**config.mk**
```make
export PLATFORM = sky130hd
export DESIGN_NAME = glb_psum_accum_flat
export DESIGN_NICKNAME = d
export VERILOG_FILES = /design/src/rtl/glb_pkg.sv /design/src/rtl/glb_psum_accum_if.sv /design/src/rtl/psum_bank.sv /design/src/rtl/glb_psum_accum.sv /design/src/flat_wrapper.sv
export SDC_FILE = /design/constraint.sdc
export NUM_CORES = 2
export LEC_CHECK = 0
export ABC_AREA = 1
export BUFFER_PORTS_ARGS = -buffer_cell sky130_fd_sc_hd__buf_4
export CAP_MARGIN = 20
export CORE_MARGIN = 3
export CORE_UTILIZATION = 50
export CTS_CLUSTER_DIAMETER = 80
export CTS_CLUSTER_SIZE = 16
export DETAILED_ROUTE_END_ITERATION = 10
export HOLD_SLACK_MARGIN = 0.15
export MAX_ROUTING_LAYER = met4
export PLACE_DENSITY = 0.72
export REMOVE_ABC_BUFFERS = 1
export SLEW_MARGIN = 10
export SYNTH_ARGS = -nofsm -noshare
export SYNTH_HDL_FRONTEND = slang
export SYNTH_SLANG_ARGS = --single-unit
```
**constraint.sdc**
```tcl
create_clock -name clk -period 62.3 [get_ports clk]
set_clock_uncertainty 0.05 [all_clocks]
set_input_delay 9.345 -clock clk [delete_from_list [all_inputs] [get_ports clk]]
set_output_delay 9.345 -clock clk [all_outputs]
set_load 0.01 [all_outputs]
```
**src/rtl/glb_pkg.sv**
```systemverilog
// Shared FSM/readout-source encodings and saturating arithmetic for the psum accumulator.
package glb_pkg;

  typedef enum logic [0:0] {
    IDLE  = 1'b0,
    CLEAR = 1'b1
  } clr_state_e;

  typedef enum logic [1:0] {
    RSRC_ZERO = 2'd0,
    RSRC_BANK = 2'd1,
    RSRC_FWD  = 2'd2
  } rd_src_e;

  localparam int SAT_W = 32;

  // Operands arrive sign-extended to SAT_W; result is clamped to a signed 'width'-bit range.
  function automatic logic signed [SAT_W-1:0] sat_add(
    input logic signed [SAT_W-1:0] a,
    input logic signed [SAT_W-1:0] b,
    input int unsigned             width
  );
    logic signed [SAT_W:0] one;
    logic signed [SAT_W:0] sum;
    logic signed [SAT_W:0] max_v;
    logic signed [SAT_W:0] min_v;
    one   = {{SAT_W{1'b0}}, 1'b1};
    sum   = {a[SAT_W-1], a} + {b[SAT_W-1], b};
    max_v = (one <<< (width - 1)) - one;
    min_v = -(one <<< (width - 1));
    if (sum > max_v) begin
      return max_v[SAT_W-1:0];
    end else if (sum < min_v) begin
      return min_v[SAT_W-1:0];
    end
    return sum[SAT_W-1:0];
  endfunction

endpackage

```
**src/rtl/glb_psum_accum_if.sv**
```systemverilog
// Psum router write port, clear control and readout port of the global-buffer psum accumulator.
interface glb_psum_accum_if #(
  parameter int DATA_BITWIDTH     = 16,
  parameter int ADDR_BITWIDTH_GLB = 10
);
  logic                         write_en_glb_psum;
  logic [ADDR_BITWIDTH_GLB-1:0] w_addr_glb_psum;
  logic [DATA_BITWIDTH-1:0]     w_data_glb_psum;
  logic                         accum_en;
  logic                         clear_req;
  logic                         clear_busy;
  logic                         read_req_out;
  logic [ADDR_BITWIDTH_GLB-1:0] r_addr_out;
  logic [DATA_BITWIDTH-1:0]     r_data_out;
  logic                         r_valid_out;
  logic                         err_flag;

  modport master (
    output write_en_glb_psum, w_addr_glb_psum, w_data_glb_psum, accum_en,
    output clear_req, read_req_out, r_addr_out,
    input  clear_busy, r_data_out, r_valid_out, err_flag
  );

  modport slave (
    input  write_en_glb_psum, w_addr_glb_psum, w_data_glb_psum, accum_en,
    input  clear_req, read_req_out, r_addr_out,
    output clear_busy, r_data_out, r_valid_out, err_flag
  );
endinterface

```
**src/rtl/psum_bank.sv**
```systemverilog
// Psum storage: one write port, one combinational read (accumulate operand), one registered read (readout).
// Latency: write lands at the clock edge; accumulate read is same-cycle; readout read is one cycle.
// Backpressure: none, every port is usable every cycle.
module psum_bank #(
  parameter int DATA_BITWIDTH = 16,
  parameter int PSUM_DEPTH    = 64,
  parameter int IDX_W         = 6
) (
  input  logic                     clk,
  input  logic                     reset,
  input  logic                     wr_en,
  input  logic [IDX_W-1:0]         wr_idx,
  input  logic [DATA_BITWIDTH-1:0] wr_dat,
  input  logic [IDX_W-1:0]         acc_idx,
  output logic [DATA_BITWIDTH-1:0] acc_dat,
  input  logic                     rd_en,
  input  logic [IDX_W-1:0]         rd_idx,
  output logic [DATA_BITWIDTH-1:0] rd_dat
);

  logic [DATA_BITWIDTH-1:0] mem [PSUM_DEPTH];

  assign acc_dat = mem[acc_idx];

  always_ff @(posedge clk or posedge reset) begin
    if (reset) begin
      for (int i = 0; i < PSUM_DEPTH; i++) begin
        mem[i] <= '0;
      end
      rd_dat <= '0;
    end else begin
      if (wr_en) begin
        mem[wr_idx] <= wr_dat;
      end
      if (rd_en) begin
        rd_dat <= mem[rd_idx];
      end
    end
  end

endmodule

```
**src/rtl/glb_psum_accum.sv**
```systemverilog
// Global-buffer psum accumulator: overwrite or saturating-accumulate writes, readout port, sequential clear.
// Latency: write commits one cycle after capture; readout data one cycle after request; clear takes PSUM_DEPTH cycles.
// Backpressure: none; writes during clear or out of range are dropped and flagged in err_flag.
module glb_psum_accum
  import glb_pkg::*;
#(
  parameter int DATA_BITWIDTH     = 16,
  parameter int ADDR_BITWIDTH_GLB = 10,
  parameter int PSUM_DEPTH        = 64,
  parameter int PSUM_LOAD_ADDR    = 0
) (
  input  logic             clk,
  input  logic             reset,
  glb_psum_accum_if.slave  bus
);

  localparam int          IDX_W   = (PSUM_DEPTH > 1) ? $clog2(PSUM_DEPTH) : 1;
  localparam int unsigned HI_EXCL = PSUM_LOAD_ADDR + PSUM_DEPTH;

  function automatic logic addr_in_rng(input logic [ADDR_BITWIDTH_GLB-1:0] a);
    return (32'(a) >= 32'(PSUM_LOAD_ADDR)) && (32'(a) < HI_EXCL);
  endfunction

  function automatic logic [IDX_W-1:0] addr_idx(input logic [ADDR_BITWIDTH_GLB-1:0] a);
    return IDX_W'(32'(a) - 32'(PSUM_LOAD_ADDR));
  endfunction

  clr_state_e               state_q;
  logic [IDX_W-1:0]         cnt_q;
  logic                     busy_q;
  logic                     stg_vld_q;
  logic [IDX_W-1:0]         stg_idx_q;
  logic [DATA_BITWIDTH-1:0] stg_dat_q;
  logic                     stg_acc_q;
  logic                     err_q;
  logic                     r_vld_q;
  rd_src_e                  r_src_q;
  logic [DATA_BITWIDTH-1:0] r_fwd_q;

  logic                     w_in;
  logic [IDX_W-1:0]         w_idx;
  logic                     r_in;
  logic [IDX_W-1:0]         r_idx;
  logic                     clearing;
  logic                     wr_ok;
  logic                     err_set;
  logic [DATA_BITWIDTH-1:0] commit_dat;
  logic                     bank_wr_en;
  logic [IDX_W-1:0]         bank_wr_idx;
  logic [DATA_BITWIDTH-1:0] bank_wr_dat;
  logic [DATA_BITWIDTH-1:0] bank_acc_dat;
  logic [DATA_BITWIDTH-1:0] bank_rd_dat;
  logic                     hit_wr;
  logic                     hit_stg;
  logic [DATA_BITWIDTH-1:0] fwd_dat;

  assign w_in     = addr_in_rng(bus.w_addr_glb_psum);
  assign w_idx    = addr_idx(bus.w_addr_glb_psum);
  assign r_in     = addr_in_rng(bus.r_addr_out);
  assign r_idx    = addr_idx(bus.r_addr_out);
  assign clearing = (state_q == CLEAR);
  assign wr_ok    = bus.write_en_glb_psum && w_in && !clearing;
  assign err_set  = (bus.write_en_glb_psum && !wr_ok) || (bus.read_req_out && !r_in);

  // The stored operand is read in the commit cycle, so the previous write to the same
  // index has already landed in the bank and back-to-back accumulates chain correctly.
  assign commit_dat = stg_acc_q
    ? DATA_BITWIDTH'(sat_add(SAT_W'($signed(bank_acc_dat)), SAT_W'($signed(stg_dat_q)), DATA_BITWIDTH))
    : stg_dat_q;

  // While clearing, the write port belongs to the clear sweep; a write staged just
  // before the clear is held and forwarded to reads until the sweep reaches its index.
  assign bank_wr_en  = clearing || stg_vld_q;
  assign bank_wr_idx = clearing ? cnt_q : stg_idx_q;
  assign bank_wr_dat = clearing ? '0 : commit_dat;

  assign hit_wr  = bank_wr_en && (bank_wr_idx == r_idx);
  assign hit_stg = stg_vld_q && (stg_idx_q == r_idx);
  assign fwd_dat = hit_wr ? bank_wr_dat : commit_dat;

  psum_bank #(
    .DATA_BITWIDTH (DATA_BITWIDTH),
    .PSUM_DEPTH    (PSUM_DEPTH),
    .IDX_W         (IDX_W)
  ) u_bank (
    .clk     (clk),
    .reset   (reset),
    .wr_en   (bank_wr_en),
    .wr_idx  (bank_wr_idx),
    .wr_dat  (bank_wr_dat),
    .acc_idx (stg_idx_q),
    .acc_dat (bank_acc_dat),
    .rd_en   (bus.read_req_out && r_in),
    .rd_idx  (r_idx),
    .rd_dat  (bank_rd_dat)
  );

  always_ff @(posedge clk or posedge reset) begin
    if (reset) begin
      state_q   <= IDLE;
      cnt_q     <= '0;
      busy_q    <= 1'b0;
      stg_vld_q <= 1'b0;
      stg_idx_q <= '0;
      stg_dat_q <= '0;
      stg_acc_q <= 1'b0;
    end else begin
      case (state_q)
        IDLE: begin
          stg_vld_q <= wr_ok;
          if (wr_ok) begin
            stg_idx_q <= w_idx;
            stg_dat_q <= bus.w_data_glb_psum;
            stg_acc_q <= bus.accum_en;
          end
          if (bus.clear_req) begin
            state_q <= CLEAR;
            busy_q  <= 1'b1;
            cnt_q   <= '0;
          end
        end
        CLEAR: begin
          stg_vld_q <= stg_vld_q && (stg_idx_q != cnt_q);
          cnt_q     <= cnt_q + 1'b1;
          if (cnt_q == IDX_W'(PSUM_DEPTH - 1)) begin
            state_q <= IDLE;
            busy_q  <= 1'b0;
          end
        end
        default: begin
          state_q <= IDLE;
          busy_q  <= 1'b0;
        end
      endcase
    end
  end

  always_ff @(posedge clk or posedge reset) begin
    if (reset) begin
      err_q   <= 1'b0;
      r_vld_q <= 1'b0;
      r_src_q <= RSRC_ZERO;
      r_fwd_q <= '0;
    end else begin
      err_q   <= err_q || err_set;
      r_vld_q <= bus.read_req_out;
      if (bus.read_req_out) begin
        if (!r_in) begin
          r_src_q <= RSRC_ZERO;
        end else if (hit_wr || hit_stg) begin
          r_src_q <= RSRC_FWD;
        end else begin
          r_src_q <= RSRC_BANK;
        end
        r_fwd_q <= fwd_dat;
      end
    end
  end

  always_comb begin
    bus.r_data_out = '0;
    case (r_src_q)
      RSRC_BANK: bus.r_data_out = bank_rd_dat;
      RSRC_FWD:  bus.r_data_out = r_fwd_q;
      default:   bus.r_data_out = '0;
    endcase
  end

  assign bus.clear_busy  = busy_q;
  assign bus.r_valid_out = r_vld_q;
  assign bus.err_flag    = err_q;

endmodule

```
**src/flat_wrapper.sv**
```systemverilog
// flat-port wrapper written by rule: the top's interface ports become plain ports
module glb_psum_accum_flat import glb_pkg::*;
#(
  parameter int DATA_BITWIDTH     = 16,
  parameter int ADDR_BITWIDTH_GLB = 10,
  parameter int PSUM_DEPTH        = 64,
  parameter int PSUM_LOAD_ADDR    = 0
)
  (clk, reset, bus_write_en_glb_psum, bus_w_addr_glb_psum, bus_w_data_glb_psum, bus_accum_en, bus_clear_req, bus_read_req_out, bus_r_addr_out, bus_clear_busy, bus_r_data_out, bus_r_valid_out, bus_err_flag);
  glb_psum_accum_if #(.DATA_BITWIDTH(DATA_BITWIDTH), .ADDR_BITWIDTH_GLB(ADDR_BITWIDTH_GLB)) bus_i ();
  input  logic clk;
  input  logic reset;
  input wire logic [$bits(bus_i.write_en_glb_psum)-1:0] bus_write_en_glb_psum;
  input wire logic [$bits(bus_i.w_addr_glb_psum)-1:0] bus_w_addr_glb_psum;
  input wire logic [$bits(bus_i.w_data_glb_psum)-1:0] bus_w_data_glb_psum;
  input wire logic [$bits(bus_i.accum_en)-1:0] bus_accum_en;
  input wire logic [$bits(bus_i.clear_req)-1:0] bus_clear_req;
  input wire logic [$bits(bus_i.read_req_out)-1:0] bus_read_req_out;
  input wire logic [$bits(bus_i.r_addr_out)-1:0] bus_r_addr_out;
  output wire logic [$bits(bus_i.clear_busy)-1:0] bus_clear_busy;
  output wire logic [$bits(bus_i.r_data_out)-1:0] bus_r_data_out;
  output wire logic [$bits(bus_i.r_valid_out)-1:0] bus_r_valid_out;
  output wire logic [$bits(bus_i.err_flag)-1:0] bus_err_flag;
  assign bus_i.write_en_glb_psum = bus_write_en_glb_psum;
  assign bus_i.w_addr_glb_psum = bus_w_addr_glb_psum;
  assign bus_i.w_data_glb_psum = bus_w_data_glb_psum;
  assign bus_i.accum_en = bus_accum_en;
  assign bus_i.clear_req = bus_clear_req;
  assign bus_i.read_req_out = bus_read_req_out;
  assign bus_i.r_addr_out = bus_r_addr_out;
  assign bus_clear_busy = bus_i.clear_busy;
  assign bus_r_data_out = bus_i.r_data_out;
  assign bus_r_valid_out = bus_i.r_valid_out;
  assign bus_err_flag = bus_i.err_flag;
  glb_psum_accum #(.DATA_BITWIDTH(DATA_BITWIDTH), .ADDR_BITWIDTH_GLB(ADDR_BITWIDTH_GLB), .PSUM_DEPTH(PSUM_DEPTH), .PSUM_LOAD_ADDR(PSUM_LOAD_ADDR)) u_core (.clk(clk), .reset(reset), .bus(bus_i));
endmodule
```
### Word-level counts from Yosys, hierarchy flattened

Cells that the tools add are included.
Widths: inputs -> output; s select.

| word-level totals | value |
|---|---|
| register bits | 1092 |
| bits of input ports | 42 |

| operators by class | value |
|---|---|
| add/sub/neg operators | 2 |
| $lt $le $gt $ge | 8 |
| equality and inequality tests | 8 |
| mux-type cells | 30 |
| bitwise gates (word level) | 4 |
| reduce and logical (&&, ||, !) cells | 18 |

Operators by type and width:

| cell | count |
|---|---|
| $bwmux 1024 | 1 |
| $bmux 16 s6 | 2 |
| $mux 16 | 11 |
| $demux 16 s6 | 1 |
| $pmux 16 s2 | 1 |
| $ge 7x7->1 const B | 3 |
| $not 6->7 | 3 |
| $lt 10x7->1 const B | 2 |
| $add 16x16->17 | 1 |
| $gt 17x16->1 const B | 1 |
| $lt 17x16->1 const B | 1 |
| $eq 6x6->1 | 2 |
| $mux 6 | 2 |
| $pmux 6 s2 | 1 |
| $logic_and 1x1->1 | 9 |
| $lt 7x1->1 const B | 1 |
| $add 6x1->6 const B | 1 |
| $eq 6x6->1 const B | 1 |
| $mux 1 | 6 |
| $ne 6x6->1 | 1 |
| $pmux 1 s2 | 3 |
| $logic_or 1x1->1 | 4 |
| $mux 2 | 2 |
| $ne 2x2->1 const B | 2 |
| other kinds (5) | 8 |

### Depth between registers and ports, before layout

| depth | value |
|---|---|
| depth after elaboration | 12 |
| mapped depth | 30 |
| gate-level depth less buffers | 25 |

### Hierarchy

From an unflattened synthesis, not the netlist that was laid out.

| unflattened totals | value |
|---|---|
| cells, all modules | 8595 |
| area, all modules | 60133.9 um^2 |

Modules (own cells, without submodules):

| module | times used | cells an instance | area an instance (um^2) | sequential area each (um^2) |
|---|---|---|---|---|
| psum_bank | 1 | 8047 | 56311.5 | 26025.0 |
| glb_psum_accum | 1 | 548 | 3822.4 | 1301.2 |

### Least setup slack after synthesis

No wires, ideal clock.

| timing path | value |
|---|---|
| path type | input-to-reg |
| start | input bus_r_addr_out[0] |
| end | register u_core.u_bank.rd_dat[0] |
| arrival | 10.860 ns |
| data required time | 62.184 ns |
| path slack | 51.325 ns |
| stages | 15 |
| buffers on the path | 4 |
| cells stage by stage | buf_2 -> inv_1 -> buf_2 -> buf_2 -> clkbuf_1 -> nor2_1 -> o22ai_1 -> nand2_1 -> nand3_1 -> nand2_1 -> o21ai_0 -> nand2_1 -> nand2_1 -> nand2_1 -> nand2_1 |

| on the way | value |
|---|---|
| word-level cells in the longest chain between the ends | 4 |

RTL lines:

| element | line | source |
|---|---|---|
| from (decl) | flat_wrapper.sv:19 | `input wire logic [$bits(bus_i.r_addr_out)-1:0] bus_r_addr_out;` |
| $not 6->7 (not written as such) | psum_bank.sv:36 | `rd_dat <= mem[rd_idx];` |
| $bmux 16 s6 | psum_bank.sv:36 |  |
| $mux 16 (not written as such) (2 in a row) | psum_bank.sv:36 |  |
| to (signal assigned) | psum_bank.sv:36 |  |
| to (decl) | psum_bank.sv:18 | `output logic [DATA_BITWIDTH-1:0] rd_dat` |

Parallel ways exist; a longest one is shown, timed or not. The select of a mux whose other input is x is not followed.
A chain may end at the register's enable or synchronous reset.

### Final worst setup path

| timing path | value |
|---|---|
| start | input bus_r_addr_out[1] |
| end | register u_core.u_bank.rd_dat[3] |

Same word-level chain as after synthesis.

==> insert_results.sql <==
INSERT INTO impl_metrics (metric_group, metric, value, unit) VALUES
('floorplan', 'core', '130000', 'sq um'),
('synthesis', 'distinct_cells_synth', '51', ''),
('power_and_ir_drop', 'report.power.total', '2.998', 'mW'),
('clocking', 'clk_path_buf_depth', '3', ''),
('synthesis', 'top_area_cells_in_the_synthesized_netlist', 'sky130_fd_sc_hd__dfrtp_1, sky130_fd_sc_hd__nand2_1, sky130_fd_sc_hd__o21ai_0, sky130_fd_sc_hd__nor2_1, sky130_fd_sc_hd__nand3_1', ''),
('clocking', 'buffer_count_from_post_cts_setup_fixing', '0', ''),
('setup_path', 'critPathCaptureType', 'flip-flop', ''),
('setup_path', 'worst-endpoint-arrival', '13320', 'ps'),
('route', 'route.detailed.drc', '0', ''),
('sta', 'max_freq', '0.07879', 'GHz'),
('sta', 'max_slew.worst_pin.slew', '1441', 'ps'),
('floorplan', 'chipHeight', '368.7', 'microns'),
('final_layout', 'area_growth_syn_to_layout', '2.941', '%'),
('setup_path', 'timing.critical_path.required', '62930', 'ps'),
('floorplan', 'die_x', '368.7', 'microns'),
('grt', 'global_route.usage.met3', '0.1302', ''),
('power_and_ir_drop', 'p_leak', '33.13', 'nW'),
('sta', 'period_minus_slack', '12690', 'ps'),
('final_layout', 'final.fill_count', '12421', ''),
('synthesis', 'yosys-top-cells-count', 'sky130_fd_sc_hd__nand2_1, sky130_fd_sc_hd__o21ai_0, sky130_fd_sc_hd__nor2_1', ''),
('grt', 'grt_ovf', '0', ''),
('placement', 'gp_congestion', '1.015', ''),
('grt', 'grt_pass1_vias', '63289', ''),
('setup_path', 'timing.critical_path.slowest_stage_cell', 'sky130_fd_sc_hd__buf_4', ''),
('final_layout', 'numnets_final', '8607', ''),
('floorplan', 'io_pins', '61', ''),
('setup_path', 'path_cells', 'clkbuf_8 > buf_4 > buf_4 > buf_4 > o21ai_0 > o22ai_1 > nand2_1 > nand3_1 > nand2_1 > o21ai_0 > nand2_1 > nand2_1 > nand2_1 > nand2_1', ''),
('clocking', 'clkSlewWorstSetupHoldPaths', '80', 'ps'),
('grt', 'groute.layer.met1.usage', '0.5093', ''),
('clocking', 'clk_sinks', '1092', ''),
('sta', 'setup_viol_count_final', '0', ''),
('synthesis', 'yosys.area.top_type_share', '0.4155', ''),
('final_layout', 'postLayoutCoreUtil', '0.5209', ''),
('grt', 'grt_pass1_wl', '401.4', 'mm'),
('power_and_ir_drop', 'switching_share', '0.5623', ''),
('synthesis', 'synth_area_leader', 'sky130_fd_sc_hd__dfrtp_1', ''),
('sta', 'setup_ws', '49610', 'ps'),
('sta', 'final.setup.tns', '0', 'ps'),
('synthesis', 'yosys.cell_count.top_type', 'sky130_fd_sc_hd__nand2_1', ''),
('clocking', 'root_buffer', 'sky130_fd_sc_hd__clkbuf_16', ''),
('power_and_ir_drop', 'power.sequential.fraction', '0.283', ''),
('sta', 'rsz0062_at_grt', 'false', ''),
('synthesis', 'synth_enable_flop_cells', '0', ''),
('synthesis', 'syn_area_per_cell', '7.223', 'sq um'),
('synthesis', 'synth_cells', '9106', ''),
('setup_path', 'timing.setup.critical_path_class', 'in2reg', ''),
('route', 'drt_first_pass_iters', '11', ''),
('power_and_ir_drop', 'share_comb_of_total_power', '0.536', ''),
('power_and_ir_drop', 'power-per-cell-area', '44.28', 'nW/um^2'),
('clocking', 'clock_insertion_delay_worst_skew', '740', 'ps'),
('floorplan', 'floorplan_row_count', '132', ''),
('clocking', 'post_cts_resized', '0', ''),
('route', 'routedWlPerCell', '26.08', 'microns'),
('power_and_ir_drop', 'share_clk_of_total_power', '0.181', ''),
('grt', 'met2_global_route_usage', '0.5320', ''),
('hold_path', 'timing.hold.worst.class', 'reg2reg', ''),
('sta', 'report.final.hold_viol_count', '0', ''),
('route', 'first_iter_violations', '12749', ''),
('grt', 'grt_peak_use_layer', 'met2', ''),
('final_layout', 'drive_gt1_frac', '0.09186', ''),
('setup_path', 'most_common_cell_type_on_the_critical_path', 'sky130_fd_sc_hd__nand2_1', ''),
('route', 'wl', '269.1', 'mm'),
('placement', 'placement.io_buffers', '60', ''),
('placement', 'dpl.hpwl', '155.8', 'mm'),
('synthesis', 'synth_seq_area_share', '0.4155', ''),
('sta', 'final_min_period_over_clock_period', '0.2037', ''),
('sta', 'slew-limit-headroom', '0.03961', ''),
('power_and_ir_drop', 'ir_drop', '0.1460', 'mV'),
('status', 'outcome', 'complete, no violations', ''),
('placement', 'place_worst_setup_slack', '48870', 'ps'),
('clocking', 'cts_tree', 'done', '');
## worst paths after layout
kind | startpoint | to | slack, ps | cells past startpoint
worst max register to register | u_core.stg_idx_q[1] | u_core.u_bank.mem[246] | 53890 | 24
max in group asynchronous | reset | u_core.u_bank.mem[537] | 49640 | 6
worst max-delay path | bus_r_addr_out[1] | u_core.u_bank.rd_dat[3] | 49610 | 14
worst min-delay path | u_core.r_fwd_q[2] | u_core.r_fwd_q[2] | 440 | 2
min in group asynchronous | reset | u_core.u_bank.mem[296] | 8690 | 2
worst min register to register | u_core.r_fwd_q[2] | u_core.r_fwd_q[2] | 440 | 2
## power groups by stage
stage,clock network (mW),registers [mW],logic [mW]
floorplan,0,0.849,0.839
global placement,0,0.855,1.49
detailed placement,0,0.856,1.50
CTS,0.543,0.843,1.51
global route,0.568,0.854,1.63
finish,0.544,0.848,1.61
## cell type report
type                       instances  area [sq um]  area share
inverter                         166         675.6    0.009979
multi-input combinational       7037         33690      0.4976
timing repair buffer             167          1416     0.02092
clock buffer                      88          2085     0.03079
clock inverter                    17         296.5    0.004380
sequential                      1092         27340      0.4038
tap                             1742          2180     0.03219
antenna                            9         22.52   0.0003326
## through the flow
stage | hold slack (ps) | cells | area, sq um
4_1_cts | 435.7 | 10307 | 67630
2_1_floorplan | 399.2 | 8295 | 61540
3_5_place_dp | 416.3 | 10202 | 65250
6_report | 437.9 | 10318 | 67700
5_1_grt | 465.9 | 10318 | 67700
3_3_place_gp | 407.5 | 10202 | 65250
## state kept, by name, summed over array words and instances (netlist names)
name,flops
u_core.stg_acc_q,1
u_core.bus.r_valid_out,1
u_core.r_fwd_q,16
u_core.stg_dat_q,16
u_core.clearing,1
u_core.r_src_q,2
u_core.cnt_q,6
u_core.stg_idx_q,6
u_core.bus.err_flag,1
u_core.u_bank.rd_dat,16
u_core.stg_vld_q,1
u_core.bus.clear_busy,1
u_core.u_bank.mem,1024
## kinds of logic after synthesis
| group | after synthesis | share of synthesized area |
|---|---|---|
| flip-flops | 1092 | 0.4155 |
| AO/OA/AOI/OAI | 1918 | 0.1608 |
| multiplexers | 15 | 0.002568 |
| XOR/XNOR | 16 | 0.002131 |
| AND/OR/NAND/NOR | 5068 | 0.3412 |
| buffers and inverters | 977 | 0.07385 |
| adder cells (fa/ha/maj) | 20 | 0.003919 |
## layer usage
| layer | wire (microns) | part of all wire | vias to the layer above |
|---|---|---|---|
| li1 | - | - | 29201 |
| met2 | 109300 | 0.41 | 5731 |
| met1 | 98940 | 0.37 | 32485 |
| met3 | 41900 | 0.16 | 1123 |
| met5 | 0 | 0 | - |
| met4 | 19010 | 0.071 | 0 |
## critical path, delay by kind of cell
family | cells | cell delay (ps)
AND/OR/NAND/NOR | 7 | 750
buffers and inverters | 4 | 2390
AO/OA/AOI/OAI | 3 | 690
## cell usage in the layout, fill, tap and decap left out, types with 4 or more instances in the layout
cell type and count:
sky130_fd_sc_hd__a21oi_1 36, sky130_fd_sc_hd__a21oi_2 5, sky130_fd_sc_hd__buf_12 10, sky130_fd_sc_hd__buf_4 153, sky130_fd_sc_hd__bufinv_16 6, sky130_fd_sc_hd__clkbuf_1 5, sky130_fd_sc_hd__clkbuf_16 82, sky130_fd_sc_hd__clkinv_1 4
sky130_fd_sc_hd__dfrtp_1 1087, sky130_fd_sc_hd__diode_2 9, sky130_fd_sc_hd__ha_1 19, sky130_fd_sc_hd__inv_1 57, sky130_fd_sc_hd__inv_2 96, sky130_fd_sc_hd__inv_6 4, sky130_fd_sc_hd__inv_8 7, sky130_fd_sc_hd__mux2_2 15
sky130_fd_sc_hd__nand2_1 2600, sky130_fd_sc_hd__nand2_2 10, sky130_fd_sc_hd__nand2_4 15, sky130_fd_sc_hd__nand3_1 879, sky130_fd_sc_hd__nand3_2 282, sky130_fd_sc_hd__nand4_1 5, sky130_fd_sc_hd__nor2_1 1188, sky130_fd_sc_hd__nor2_2 16
sky130_fd_sc_hd__nor2_4 40, sky130_fd_sc_hd__nor2_8 4, sky130_fd_sc_hd__nor3_1 4, sky130_fd_sc_hd__nor3_2 4, sky130_fd_sc_hd__o211ai_1 48, sky130_fd_sc_hd__o21ai_0 1257, sky130_fd_sc_hd__o221ai_1 32, sky130_fd_sc_hd__o22ai_1 524
sky130_fd_sc_hd__or2_2 11, sky130_fd_sc_hd__xnor2_1 9, sky130_fd_sc_hd__xor2_1 7
(Power assumes the default switching activity.)
